### src/rtl/gaus_rng_arbiter.sv
// gaus_rng_arbiter: shares one Gaussian PRNG among NUM_REQ requesters.
// Sequences seed load + warm-up, then hands out one sample per cycle
// with round-robin fairness and a saturating draw counter.
module gaus_rng_arbiter #(
  parameter int unsigned       NUM_REQ       = 4,
  parameter int unsigned       WIDTH         = 56,
  parameter int unsigned       WARMUP_CYCLES = 16,
  parameter logic [WIDTH-1:0]  DEFAULT_SEED  = 56'h00A5_5A3C_C3F0_0F
) (
  input  logic               Clk,
  input  logic               Reset,
  input  logic [WIDTH-1:0]   seed_in,
  input  logic               reseed,
  input  logic [NUM_REQ-1:0] req,
  output logic [NUM_REQ-1:0] grant,
  output logic [WIDTH-1:0]   rand_out,
  output logic               ready,
  output logic [31:0]        draw_count,
  output logic               gen_rst_n,
  output logic [WIDTH-1:0]   gen_seed,
  input  logic [WIDTH-1:0]   gen_data
);

  localparam int unsigned PTR_W = (NUM_REQ > 1) ? $clog2(NUM_REQ) : 1;
  localparam int unsigned SUM_W = PTR_W + 1;
  localparam logic [7:0]  WARM_LAST = 8'(WARMUP_CYCLES - 1);

  typedef enum logic [1:0] {
    ST_RESEED,
    ST_WARMUP,
    ST_SERVE
  } state_t;

  state_t           state;
  logic [7:0]       warm_cnt;
  logic [PTR_W-1:0] ptr;
  logic [PTR_W-1:0] grant_idx;
  logic [PTR_W-1:0] next_ptr;
  logic             granted;
  logic [SUM_W-1:0] sum;
  logic [PTR_W-1:0] idx;

  assign rand_out = gen_data;

  // Round-robin pick: first requester at or after ptr, modulo NUM_REQ.
  always_comb begin
    grant     = '0;
    grant_idx = '0;
    granted   = 1'b0;
    sum       = '0;
    idx       = '0;
    if (ready && !reseed) begin
      for (int unsigned k = 0; k < NUM_REQ; k++) begin
        sum = {1'b0, ptr} + SUM_W'(k);
        if (sum >= SUM_W'(NUM_REQ))
          sum = sum - SUM_W'(NUM_REQ);
        idx = sum[PTR_W-1:0];
        if (!granted && req[idx]) begin
          granted    = 1'b1;
          grant_idx  = idx;
          grant[idx] = 1'b1;
        end
      end
    end
  end

  // Pointer moves just past the winner, wrapping at NUM_REQ-1.
  always_comb begin
    next_ptr = '0;
    if (grant_idx != PTR_W'(NUM_REQ - 1))
      next_ptr = grant_idx + PTR_W'(1);
  end

  // Seed-load / warm-up / serve sequencer; reseed overrides every state.
  always_ff @(posedge Clk or negedge Reset) begin
    if (!Reset) begin
      state     <= ST_RESEED;
      gen_rst_n <= 1'b0;
      gen_seed  <= DEFAULT_SEED;
      warm_cnt  <= '0;
      ready     <= 1'b0;
    end else if (reseed) begin
      state     <= ST_RESEED;
      gen_rst_n <= 1'b0;
      gen_seed  <= (seed_in == '0) ? DEFAULT_SEED : seed_in;
      warm_cnt  <= '0;
      ready     <= 1'b0;
    end else begin
      case (state)
        ST_RESEED: begin
          state     <= ST_WARMUP;
          gen_rst_n <= 1'b1;
        end
        ST_WARMUP: begin
          if (warm_cnt == WARM_LAST) begin
            state <= ST_SERVE;
            ready <= 1'b1;
          end else begin
            warm_cnt <= warm_cnt + 8'd1;
          end
        end
        ST_SERVE: ;
        default: state <= ST_RESEED;
      endcase
    end
  end

  // Arbitration pointer and saturating draw counter (not cleared by reseed).
  always_ff @(posedge Clk or negedge Reset) begin
    if (!Reset) begin
      ptr        <= '0;
      draw_count <= '0;
    end else if (granted) begin
      ptr <= next_ptr;
      if (draw_count != '1)
        draw_count <= draw_count + 32'd1;
    end
  end

endmodule

### config.mk
export PLATFORM = sky130hd
export DESIGN_NAME = gaus_rng_arbiter
export DESIGN_NICKNAME = d
export VERILOG_FILES = /design/src/rtl/gaus_rng_arbiter.sv
export SDC_FILE = /design/constraint.sdc
export NUM_CORES = 1
export LEC_CHECK = 0
export CAP_MARGIN = 20
export CORE_MARGIN = 4
export CORE_UTILIZATION = 25
export DETAILED_ROUTE_END_ITERATION = 8
export HOLD_SLACK_MARGIN = 0.15
export PLACE_DENSITY = 0.58
export SYNTH_ARGS = -nofsm -noshare
export SYNTH_HDL_FRONTEND = slang
export SYNTH_SLANG_ARGS = --single-unit
export TNS_END_PERCENT = 1
### constraint.sdc
create_clock -name Clk -period 3.8 [get_ports Clk]
set_clock_uncertainty 0.05 [all_clocks]
set_input_delay 0.95 -clock Clk [delete_from_list [all_inputs] [get_ports Clk]]
set_output_delay 0.95 -clock Clk [all_outputs]
set_load 0.1 [all_outputs]
; ---- Word level (Yosys, flattened, before mapping)
; Cells that the tools add are included.
; Widths: inputs -> output; s select.
[totals]
regBits = 102
out_inout_bits = 150
wordCells = 119
[op_classes]
mux = 58
reduce_logical = 21
magnitude_cmp = 12
n_eq_ne = 8
bitwise_logic = 3
add_sub_neg = 10
[ops]
columns = operator, n
row1 = $logic_not 56->1, 1
row2 = $mux 56, 1
row3 = $add 32x1->32 const B, 1
row4 = $mux 2, 16
row5 = $mux 4, 8
row6 = $ne 32x32->1 const B, 1
row7 = $mux 8, 3
row8 = $mux 1, 21
row9 = $lt 2x3->1 const B, 4
row10 = $or 4x4->4, 3
row11 = $ge 3x3->1 const B, 3
row12 = $add 8x1->8 const B, 1
row13 = $bmux 1 s2, 4
row14 = $demux 1 s2, 4
row15 = $eq 8x4->1 const B, 1
row16 = $ge 2x1->1 const B, 4
row17 = $logic_and 1x1->1, 8
row18 = $reduce_and 2->1, 4
row19 = $sub 2x1->2 const B, 4
row20 = $add 2x2->3 const B, 2
row21 = $ne 2x2->1 const B, 3
row22 = $pmux 2 s3, 1
row23 = $reduce_bool 2->1, 3
row24 = $logic_not 1->1, 4
row25 = other kinds (7), 7

; ---- Longest topological paths before layout
; Gate-level depths: netlist of run 1.
[logic_depth]
depth_word = 21
mapped_depth = 8

; ---- Worst setup path after synthesis of run 1
; OpenSTA, ideal clock, no wires.
[synth_timing]
path_kind = reg2out
start = reg ptr[0]
end = out grant[0]
stages_incl_launch_ff = 9
t_required_ns = 2.800
arrival_ns = 3.989
setup_slack_ns = -1.189
n_path_buf = 1
cell_sequence = dfrtp_1 -> clkbuf_1 -> inv_1 -> ha_1 -> mux4_2 -> nor2b_1 -> a22oi_1 -> or2_2 -> a21oi_1
[synth_via]
elab_chain_len = 19
word_cells_on_any_way = 70
classes_between = 7 x add/sub / 12 x order compare / 38 x mux / 3 x bitwise / 10 x reduce/logical
[synth_lines]
columns = item, line
row1 = start: declaration, 36  ; logic [PTR_W-1:0] ptr;
row2 = start signal: assignment, 114  ; ptr <= next_ptr;
row3 = "parallel branches: the longest is 17 deep, another holds $add 2x1->3", -
row4 = $mux 4 *, 58  ; if (!granted && req[idx]) begin
row5 = $mux 4 *, 52  ; if (ready && !reseed) begin
row6 = end: declaration, 15  ; output logic [NUM_REQ-1:0] grant,
; Mark *: on every way between the ends. The select of a mux whose other input is x is not followed.

; ---- Worst setup path after layout of run 1
; Ends and elaborated chain as after synthesis.

==> results.ini, run 1 <==
[critical_path]
rr_worst_depth=6
r2r-start=draw_count[0]
cp-startpoint=ptr[0]
startpoint_type=flip-flop
reg2reg_slack_ns=1.18
endpoint=grant[0]
cp_cell_sequence=inv_1 -> ha_4 -> mux4_2 -> nor2b_4 -> a22oi_1 -> or2_4 -> a21oi_4 -> buf_12
critPathRequiredTime_ns=2.80
cp_slowest_cell=mux4_2
critical_path.max_fanout=8
worstSetupPathType=flip-flop to output port
cp-end-kind=output port
cp_slowest_stage_delay_ns=0.55
r2r-end=draw_count[1]
worst_ep_arrival_time_ns=2.61

[route]
vias_per_cell=4.59
wl_per_cell_um=16.1
vias=4188
post-route-drc-count=0
route.met3.wl_um=1560
met1_length_um=6410
routed_wl_um=14700
drt_iter0_markers=102
top_layer=met4
drt_first_pass_iters=4
dr_wl_met2_um=6240
drtAntennaViolNets=0

[timing]
post-route-min-period_ns=3.61
setup_violations=0
worstMarginPinSlew_ns=1.01
post-route-period-util=0.950
hold_viol=0
holdWs_ns=0.439
slew_headroom=0.324
clock.fmax_mhz=277
setup_ws_ns=0.188
drv_slew=0
rsz0062_at_grt=false

[clock_tree]
cts_sinks=102
cts_tree=yes
cts_buffer_depth=2
cts_root_buf=clkbuf_16
clkSlewWorstSetupHoldPaths_ns=0.07
htreeDepth=3
ctsHoldBuffers=0
clock_latency_ns=0.35
cts_inserted_buffers=9

[synthesis]
synth-seq-cells=102
synth_adder_area_share=0.0232
synth_edf_count=0
synth_compound_area_frac=0.0688
ys_seq_area_frac=0.480
synth_area_mm2=0.00539
yosysWarningCount=0
muxShareOfSynthArea=0.0913
synth_flop_cell=dfrtp_1
yosys.area_share.simple=0.185
avgSynthCellArea_um2=10.3
synth-async-reset-ratio=1.00
netlist_instances=525
synth_top_family_by_area=simple AND/OR/NAND/NOR gates
synth-xor-area-share=0.0520
synth_nets=654
yosysUniqueCellTypes=50

[power]
power_density_mw_per_mm2=428
power_uw=3100
max-vdd-ir-drop_mv=0.216
p_leak_uw=0.00308

[layout]
layout.cells.non_filler=913
area_growth_pct=34.6
register_area_mm2=0.00258
final_common_cell=clkdlybuf4s50_1
stdcell_area_mm2=0.00725
final_cell_mix=clkdlybuf4s50_1 (91), dfrtp_1 (78), buf_4 (74)
drive_above_1_share=0.279
diodes=0
fill_cells=2175
nets=762
multi_input_area_mm2=0.00237

[floorplanning]
rows=53
die_w_um=155
die_area_mm2=0.0240
core_mm2=0.0211
die_h_um=155
initial_core_util=0.255
io_pins=269

[place]
postPlaceCellArea_mm2=0.00688
gp_congestion=0.753
port_buffers=156
place_inst=894
dp_hpwl_um=10800
dp_worst_setup_slack_ns=-0.0543

[global_routing]
grt_overflow=0
grt_max_degree=93
grt_pass1_wl_um=23700
grt_util_all_layers=0.124
grt_antenna_before_repair=0
grt_pass1_vias=4437

[outcome]
status=complete, no violations

[min_path]
hold_class=flip-flop to flip-flop

[flow_run]
maxCapViolCount=0

[cells in the mapped netlist, drive strengths merged, types with 4 or more instances]
cell type | n | area (µm²)
dfstp | 24 | 631
a22oi | 8 | 60.1
nor3b | 4 | 30.0
dfrtp | 78 | 1950
buf | 59 | 439
nor2 | 70 | 263
o21ai | 4 | 20.0
nand2 | 22 | 85.1
mux2 | 35 | 394
nor3 | 13 | 65.1
or2 | 6 | 37.5
clkbuf | 18 | 67.6
nand4 | 10 | 62.6
xor2 | 20 | 175
or4 | 4 | 37.5
ha | 10 | 125
nor4 | 21 | 153
nand2b | 4 | 25.0
nand3 | 15 | 75.1
and3 | 6 | 42.5
a21oi | 38 | 190
xnor2 | 12 | 105
inv | 9 | 33.8
[how the worst min path moves through the flow]
stage          cells past startpoint            to    startpoint
6_report                           2  gen_seed[15]  gen_seed[15]
5_1_grt                            2  gen_seed[14]  gen_seed[14]
4_1_cts                            2  gen_seed[15]  gen_seed[15]
3_5_place_dp                       2  gen_seed[16]  gen_seed[16]
3_3_place_gp                       2  gen_seed[36]  gen_seed[36]
2_1_floorplan                      2   warm_cnt[7]   warm_cnt[7]
[sequential cells by signal, indices dropped and copies added, names as in the netlist]
register and cells:
draw_count 32, gen_rst_n 1, gen_seed 56, ptr 2, ready 1, state 2, warm_cnt 8
[worst max-delay path, delay by kind of cell (launching register included)]
family / cells / cell delay, ns
AOI/OAI and AO/OA: 2 / 0.26
DFF: 1 / 0.37
adders and majority gates: 1 / 0.23
muxes: 1 / 0.55
buffers and inverters: 2 / 0.45
and+or+nand+nor: 2 / 0.41
[final cells by class]
type	count	share of cell area
Clock buffer	12	0.0340
Tap cell	275	0.0475
Clock inverter	4	0.00759
Timing Repair Buffer	174	0.223
Sequential cell	102	0.356
Inverter	9	0.00466
Multi-Input combinational cell	337	0.327
[layer usage]
layer / track usage / vias up
met5: 0 / -
met4: 0.0559 / 0
met3: 0.0607 / 37
met2: 0.182 / 153
met1: 0.153 / 1996
li1: - / 2002
[what timing repair did]
action	in CTS	in global routing
endpoints found under the setup margin	4	4
hold endpoints to repair	0	0
cloned	0	0
pin swaps	1	3
gates resized for setup	7	8
buffers inserted	2	1
[report_power, final]
group	leakage, µW	internal, µW	switching [µW]
Clock	0.000144	535	425
Combinational	0.00170	277	661
Sequential	0.00123	1170	37.4
Total	0.00308	1980	1120
[metrics by stage]
step	TNS (ns)	utilization
final	0	0.344
after global routing	0	0.344
after CTS	-0.00244	0.343
after detailed placement	-0.148	0.326
after global placement	-0.0393	0.326
after floorplan	0	-
[cell families (layout without fill, tap and decap cells)]
group	after synthesis	in the layout
flops	102	102
xor+xnor	32	32
simple gates	191	191
compound gates	63	63
buf+inv	86	199
fa+ha+maj	10	10
mux	41	41
Power figures use the tool's default switching activity.
==> run 2: changes to the inputs <==
Settings changed: CTS_BUF_LIST set to sky130_fd_sc_hd__clkbuf_8 sky130_fd_sc_hd__clkbuf_16.
==> run 2 against run 1 <==
  * Non-clock buffer count stayed put
  * Die area unchanged
  * Power decreased by 0.17%
  * Critical path type unchanged
  * Largest power group unchanged
==> results.ini, run 2 (synthesized netlist as in run 1, its figures left out) <==
[route]
drtAntennaViolNets=0
drt_iter0_markers=102
wl_per_cell_um=16.1
routed_wl_um=14700
post-route-drc-count=0
vias=4192
drt_first_pass_iters=4
vias_per_cell=4.59

[layout]
largest_register_ffs=56
fill_cells=2175
nets=762
area_growth_pct=34.6
stdcell_area_mm2=0.00725
final_common_cell=clkdlybuf4s50_1
diodes=0
drive_above_1_share=0.279
layout.cells.non_filler=913
final_cell_mix=clkdlybuf4s50_1 (91), dfrtp_1 (78), buf_4 (74)
largest-register=gen_seed
reg_top3=gen_seed x56, draw_count x32, warm_cnt x8

[timing]
setup_violations=0
fin_setup_tns_ns=0
setup_ws_ns=0.195
worstMarginPinSlew_ns=1.01
post-route-min-period_ns=3.61
rsz0062_at_grt=false
slew_headroom=0.324
drv_slew=0
clock.fmax_mhz=277
hold_viol=0
post-route-period-util=0.949

[floorplanning]
initial_core_util=0.255
die_area_mm2=0.0240
io_pins=269
die_h_um=155
rows=53
core_mm2=0.0211
die_w_um=155

[clock_tree]
cts_tree=yes
htreeDepth=3
cts_inserted_buffers=9
clock_latency_ns=0.35
cts_root_buf=clkbuf_16
cts_sinks=102
ctsHoldBuffers=0
clkSlewWorstSetupHoldPaths_ns=0.07
cts_buffer_depth=2

[global_routing]
grt_antenna_before_repair=0
grt_max_degree=93
grt_pass1_vias=4437
grt_util_all_layers=0.124
grt_pass1_wl_um=23700
grt_overflow=0

[min_path]
whs_path_depth=2
hold_class=flip-flop to flip-flop

[power]
switchingPower_uw=1120
pwr-share-seq=0.389
p_leak_uw=0.00308
power_density_mw_per_mm2=427
internal_power_uw=1980
max-vdd-ir-drop_mv=0.216
power_uw=3100
clockPowerShare=0.308
p_comb_frac=0.302
swShare=0.363

[place]
postPlaceCellArea_mm2=0.00688
dp_worst_setup_slack_ns=-0.0543
place_inst=894
dp_hpwl_um=10800
port_buffers=156
gp_congestion=0.753

[critical_path]
critPathRequiredTime_ns=2.80
rr_worst_depth=6
critical_path.max_fanout=8
worstSetupPathType=flip-flop to output port
cp-end-kind=output port
startpoint_type=flip-flop
worst_ep_arrival_time_ns=2.61

[outcome]
status=complete, no violations

[flow_run]
maxCapViolCount=0

run 2: critical path, cell delays in order, from the launching register on:
cell and delay, ns:
dfrtp_1 0.37, inv_1 0.25, ha_4 0.23, mux4_2 0.54, nor2b_4 0.17, a22oi_1 0.09
or2_4 0.24, a21oi_4 0.17, buf_12 0.20
run 2: timing repair:
item / CTS / global route
pin swaps: 1 / 3
setup endpoints to repair: 4 / 4
gates resized for setup: 7 / 8
setup buffers: 2 / 1
run 2: power groups by stage:
stage	Clock [µW]	Sequential [µW]	Combinational, µW
2_1_floorplan	0	1680	468
3_3_place_gp	0	1220	920
3_5_place_dp	0	1220	921
4_1_cts	998	1210	939
5_1_grt	1050	1220	986
6_report	956	1210	937
run 2: per-stage QoR:
stage,utilization,hold WS (ns)
floorplan,-,0.452
global placement,0.326,0.425
detailed placement,0.326,0.432
CTS,0.343,0.443
global route,0.344,0.451
finish,0.344,0.440
run 2: worst paths after layout:
path                                from            end  slack, ns
setup / recovery                  ptr[0]       grant[0]       0.19
max in group asynchronous          Reset   gen_seed[12]       2.30
min in group asynchronous          Reset   gen_seed[51]       0.57
hold / removal              gen_seed[15]   gen_seed[15]       0.44
setup reg to reg           draw_count[0]  draw_count[1]       1.18
hold reg to reg             gen_seed[15]   gen_seed[15]       0.44
run 2: cell type report:
class	instances	area [µm²]	area share
clock buffers	10	239	0.0330
clock inverters	6	62.6	0.00863
inverters	9	33.8	0.00466
multi-input cells	337	2370	0.327
flip-flops and latches	102	2580	0.356
well taps	275	344	0.0475
repair buffers	174	1620	0.223
run 2: routing by layer:
metal  GRT usage  routed length (µm)
met1       0.153                6410
met2       0.182                6250
met3      0.0607                1560
met4      0.0559                 472
met5           0                   0
==> RTL edit 1: new RTL, config.mk and constraints of run 2 <==
Reset style: synchronous (`Reset`), changed in 2 clocked blocks.
--- a/src/rtl/gaus_rng_arbiter.sv
+++ b/src/rtl/gaus_rng_arbiter.sv
@@ -72,7 +72,7 @@
   end
 
   // Seed-load / warm-up / serve sequencer; reseed overrides every state.
-  always_ff @(posedge Clk or negedge Reset) begin
+  always_ff @(posedge Clk) begin
     if (!Reset) begin
       state     <= ST_RESEED;
       gen_rst_n <= 1'b0;
@@ -106,7 +106,7 @@
   end
 
   // Arbitration pointer and saturating draw counter (not cleared by reseed).
-  always_ff @(posedge Clk or negedge Reset) begin
+  always_ff @(posedge Clk) begin
     if (!Reset) begin
       ptr        <= '0;
       draw_count <= '0;
Formal check against the unedited RTL: differs if Reset is asserted again (counterexample within 4 cycles, from zero or initial values and one cycle with Reset low); with Reset held inactive, the same outputs for 10 cycles.
==> RTL edit 1 against run 2 <==
Final area fell by 3.3%; fmax decreased by 1.2%; worst setup slack got worse by 44 ps; first-iteration DRC count is 100% higher; sequential cell count unchanged; area after synthesis fell by 4.2%; final cell count is 2.4% higher; global-route usage is 0.43 points lower; power fell by 15%; clock power is 2.7% higher; wire length shrank 3.5%; combinational power shrank 43%; via count grew 2.3%; largest power group unchanged.
==> RTL edit 1: results (changes against run 2) <==
Clocking
  – Setup Buffers After CTS: 0 (was 2)

Logic synthesis
  – Post-synthesis average cell area: 9.33 sq um (was 10.3 sq um)
  – Mux share of post-synthesis cell area: 8.25% (was 9.13%)
  – Syn_nets: 682 (was 654)
  – Compound-Gate Fraction of Synth Area: 10.6% (was 6.88%)
  – Async SR Flop Fraction: 0% (was 100%)
  – Most area-consuming cells after synthesis: dfxtp_1 (40%), buf_4 (8.2%), mux2i_1 (7.4%), o22a_1 (4.1%), nor2b_1 (4.0%) (was dfrtp_1 (36%), dfstp_2 (12%), buf_4 (7.8%), mux2_2 (7.1%), nor2_1 (4.9%))

Placement
  – Placer Congestion: 0.802 (was 0.753)

Setup path
  – R2r setup slk: 1160 ps (was 1180 ps)
  – Critical path origin: ptr[0] (unchanged)
  – Critical R2R Launch: draw_count[3] (was draw_count[0])
  – R2R Path End: draw_count[0] (was draw_count[1])

Drt
  – Iter 0 DRT Violations: 209 (was 102)
  – Metal-1 WL: 6180 um (was 6410 um)
  – Vias: 4287 (was 4192)
  – Routed wl met3: 1060 um (was 1560 um)

GRT
  – Grt met1 use: 14.9% (was 15.3%)

Power
  – VDD IR max: 0.201 mV (was 0.216 mV)
  – Seq. pwr: 0.00112 W (was 0.00121 W)
  – Clk network pwr share: 37.2% (was 30.8%)
  – Switch share: 31.1% (was 36.3%)
  – Leakage: 2.67 nW (was 3.08 nW)
  – Final Power: 0.00264 W (was 0.00310 W)

Run status
  – Status: complete, no violations (unchanged)

Finish
  – Nets: 789 (was 762)

Timing
  – Tmin final: 3650 ps (was 3610 ps)

Hold path
  – Min-delay src: state[1] (was gen_seed[15])
## RTL edit 1: changes by cell type after synthesis, sizes merged, moves of 8 or more
| cell | run 2 | this run |
|---|---|---|
| mux2i | 3 | 38 |
| or3 | 2 | 10 |
| nand4 | 10 | 21 |
| dfstp | 24 | 0 |
| o22a | 0 | 24 |
| dfxtp | 0 | 102 |
| nor2 | 70 | 28 |
| and2 | 3 | 22 |
| o21ai | 4 | 15 |
| mux2 | 35 | 0 |
| a21boi | 0 | 9 |
| a21oi | 38 | 5 |
| nor2b | 3 | 33 |
| dfrtp | 78 | 0 |
## RTL edit 1: final cells by class
class                   instances  area [sq um]
flip-flops and latches        102          2040
repair buffers                179          1700
multi-input cells             362          2590
clock buffers                  10           239
clock inverters                 6          75.1
well taps                     270           338
inverters                       6          22.5
fillers                      2120         13200
## RTL edit 1: what timing repair did
item | CTS | global route
resized for setup | 6 | 1
endpoints found under the setup margin | 4 | 4
pin swaps | 1 | 0
==> RTL edit 2: new RTL, config.mk and constraints of run 2 <==
Without the edit above. Set the parameter `NUM_REQ` to 8 (it was 4).
--- a/src/rtl/gaus_rng_arbiter.sv
+++ b/src/rtl/gaus_rng_arbiter.sv
@@ -2,7 +2,7 @@
 // Sequences seed load + warm-up, then hands out one sample per cycle
 // with round-robin fairness and a saturating draw counter.
 module gaus_rng_arbiter #(
-  parameter int unsigned       NUM_REQ       = 4,
+  parameter int unsigned       NUM_REQ       = 8,
   parameter int unsigned       WIDTH         = 56,
   parameter int unsigned       WARMUP_CYCLES = 16,
   parameter logic [WIDTH-1:0]  DEFAULT_SEED  = 56'h00A5_5A3C_C3F0_0F
Ports: changed (resized grant and req); port bits go from 269 to 277. The function was not compared with the original's and may differ.
==> RTL edit 2 against run 2 <==
The flow now finishes with violations (setup timing); sequential cell count is 1 higher; worst hold slack worse by 0.90 ps; non-clock buffer count increased by 78; area after synthesis increased by 16%; worst setup slack lost 640 ps; power is 14% higher; first-iteration DRC count increased to 2.8 times the old value; final area is 24% higher; wire length up 29%; combinational power grew 41%; final cell count rose by 20%; die area up 15%; critical path type is now in2out.
==> RTL edit 2: results (changes against run 2) <==
GRT
  – Grt met1 use: 17.5% (was 15.3%)
  – Total track usage: 13.6% (was 12.4%)
  – Routing usage on met3: 3.45% (was 6.07%)
  – First-pass GRT wire length: 30300 um (was 23700 um)

Drt
  – Metal-1 WL: 8290 um (was 6410 um)
  – Iter 0 DRT Violations: 282 (was 102)
  – Vias: 5252 (was 4192)
  – Routed wl met3: 1240 um (was 1560 um)
  – Met2 routed WL: 8960 um (was 6250 um)
  – Detailed Route WL: 18900 um (was 14700 um)

Hold path
  – Cell depth of the worst hold path: 1 (was 2)
  – Min-delay src: state[1] (was gen_seed[15])

Placement
  – Number of port buffers: 164 (was 156)
  – Placer Congestion: 0.847 (was 0.753)
  – Setup WS pre-CTS: -975 ps (was -54.3 ps)

Logic synthesis
  – Unique masters post-synth: 66 (was 50)
  – Mapped Cells: 583 (was 525)
  – Mux share of post-synthesis cell area: 13.7% (was 9.13%)
  – Most area-consuming cells after synthesis: dfrtp_1 (32%), dfstp_2 (10%), mux2_2 (7.4%), buf_4 (7.0%), mux4_2 (4.0%) (was dfrtp_1 (36%), dfstp_2 (12%), buf_4 (7.8%), mux2_2 (7.1%), nor2_1 (4.9%))
  – Syn_nets: 716 (was 654)
  – Seq/Total Area, Yosys: 41.8% (was 48.0%)
  – Xor and xnor area share after synthesis: 5.57% (was 5.20%)
  – Post-synthesis adder-cell area fraction: 2.00% (was 2.32%)

Run status
  – Status: finished with violations (was complete, no violations)
  – Violated checks: setup timing

Finish
  – FILL cells: 2416 (was 2175)
  – Nets: 900 (was 762)
  – Share of cells above drive strength 1: 38.3% (was 27.9%)

Setup path
  – Critical R2R Launch: ptr[0] (was draw_count[0])
  – CP Capture Point: grant[3] (was grant[0])
  – Critical path origin: req[3] (was ptr[0])
  – R2R depth: 14 (was 6)
  – R2r setup slk: 350 ps (was 1180 ps)
  – R2R Path End: ptr[0] (was draw_count[1])
  – Critical path arrival: 3240 ps (was 2610 ps)

Power
  – Leakage: 3.78 nW (was 3.08 nW)
  – VDD IR max: 0.262 mV (was 0.216 mV)
  – Clk network pwr share: 28.0% (was 30.8%)
  – Switch share: 38.0% (was 36.3%)

Clocking
  – Resized cells post-CTS: 62 (was 7)
  – Setup Buffers After CTS: 6 (was 2)

Timing
  – Final Setup Violations: 8 (was 0)
  – PnR worst setup slack: -443 ps (was 195 ps)
  – Min Hold Slack: 439 ps (was 440 ps)
-- RTL edit 2: layout make-up --
class,instances,share of cell area (%)
Multi-Input combinational cell,392,37.0
Clock buffer,10,2.66
Inverter,9,0.460
Tap cell,324,4.51
Timing Repair Buffer,252,25.5
Clock inverter,6,0.836
Sequential cell,103,29.0
-- RTL edit 2: critical path, cell delays in order --
cell      delay (ps)
buf_2            130
mux2_4           270
mux4_2           550
buf_6            160
nor4_4           370
buf_4            190
a32oi_4          130
a211oi_4         270
buf_12           210
-- RTL edit 2: per-stage QoR --
step | setup TNS, ps | area (sq um) | power [W]
6_report | -3330 | 8980 | 0.00352
5_1_grt | -4350 | 8980 | 0.00368
4_1_cts | -3490 | 8920 | 0.00355
3_5_place_dp | -11710 | 8510 | 0.00253
3_3_place_gp | -11360 | 8510 | 0.00252
2_1_floorplan | -4570 | 6450 | 0.00236
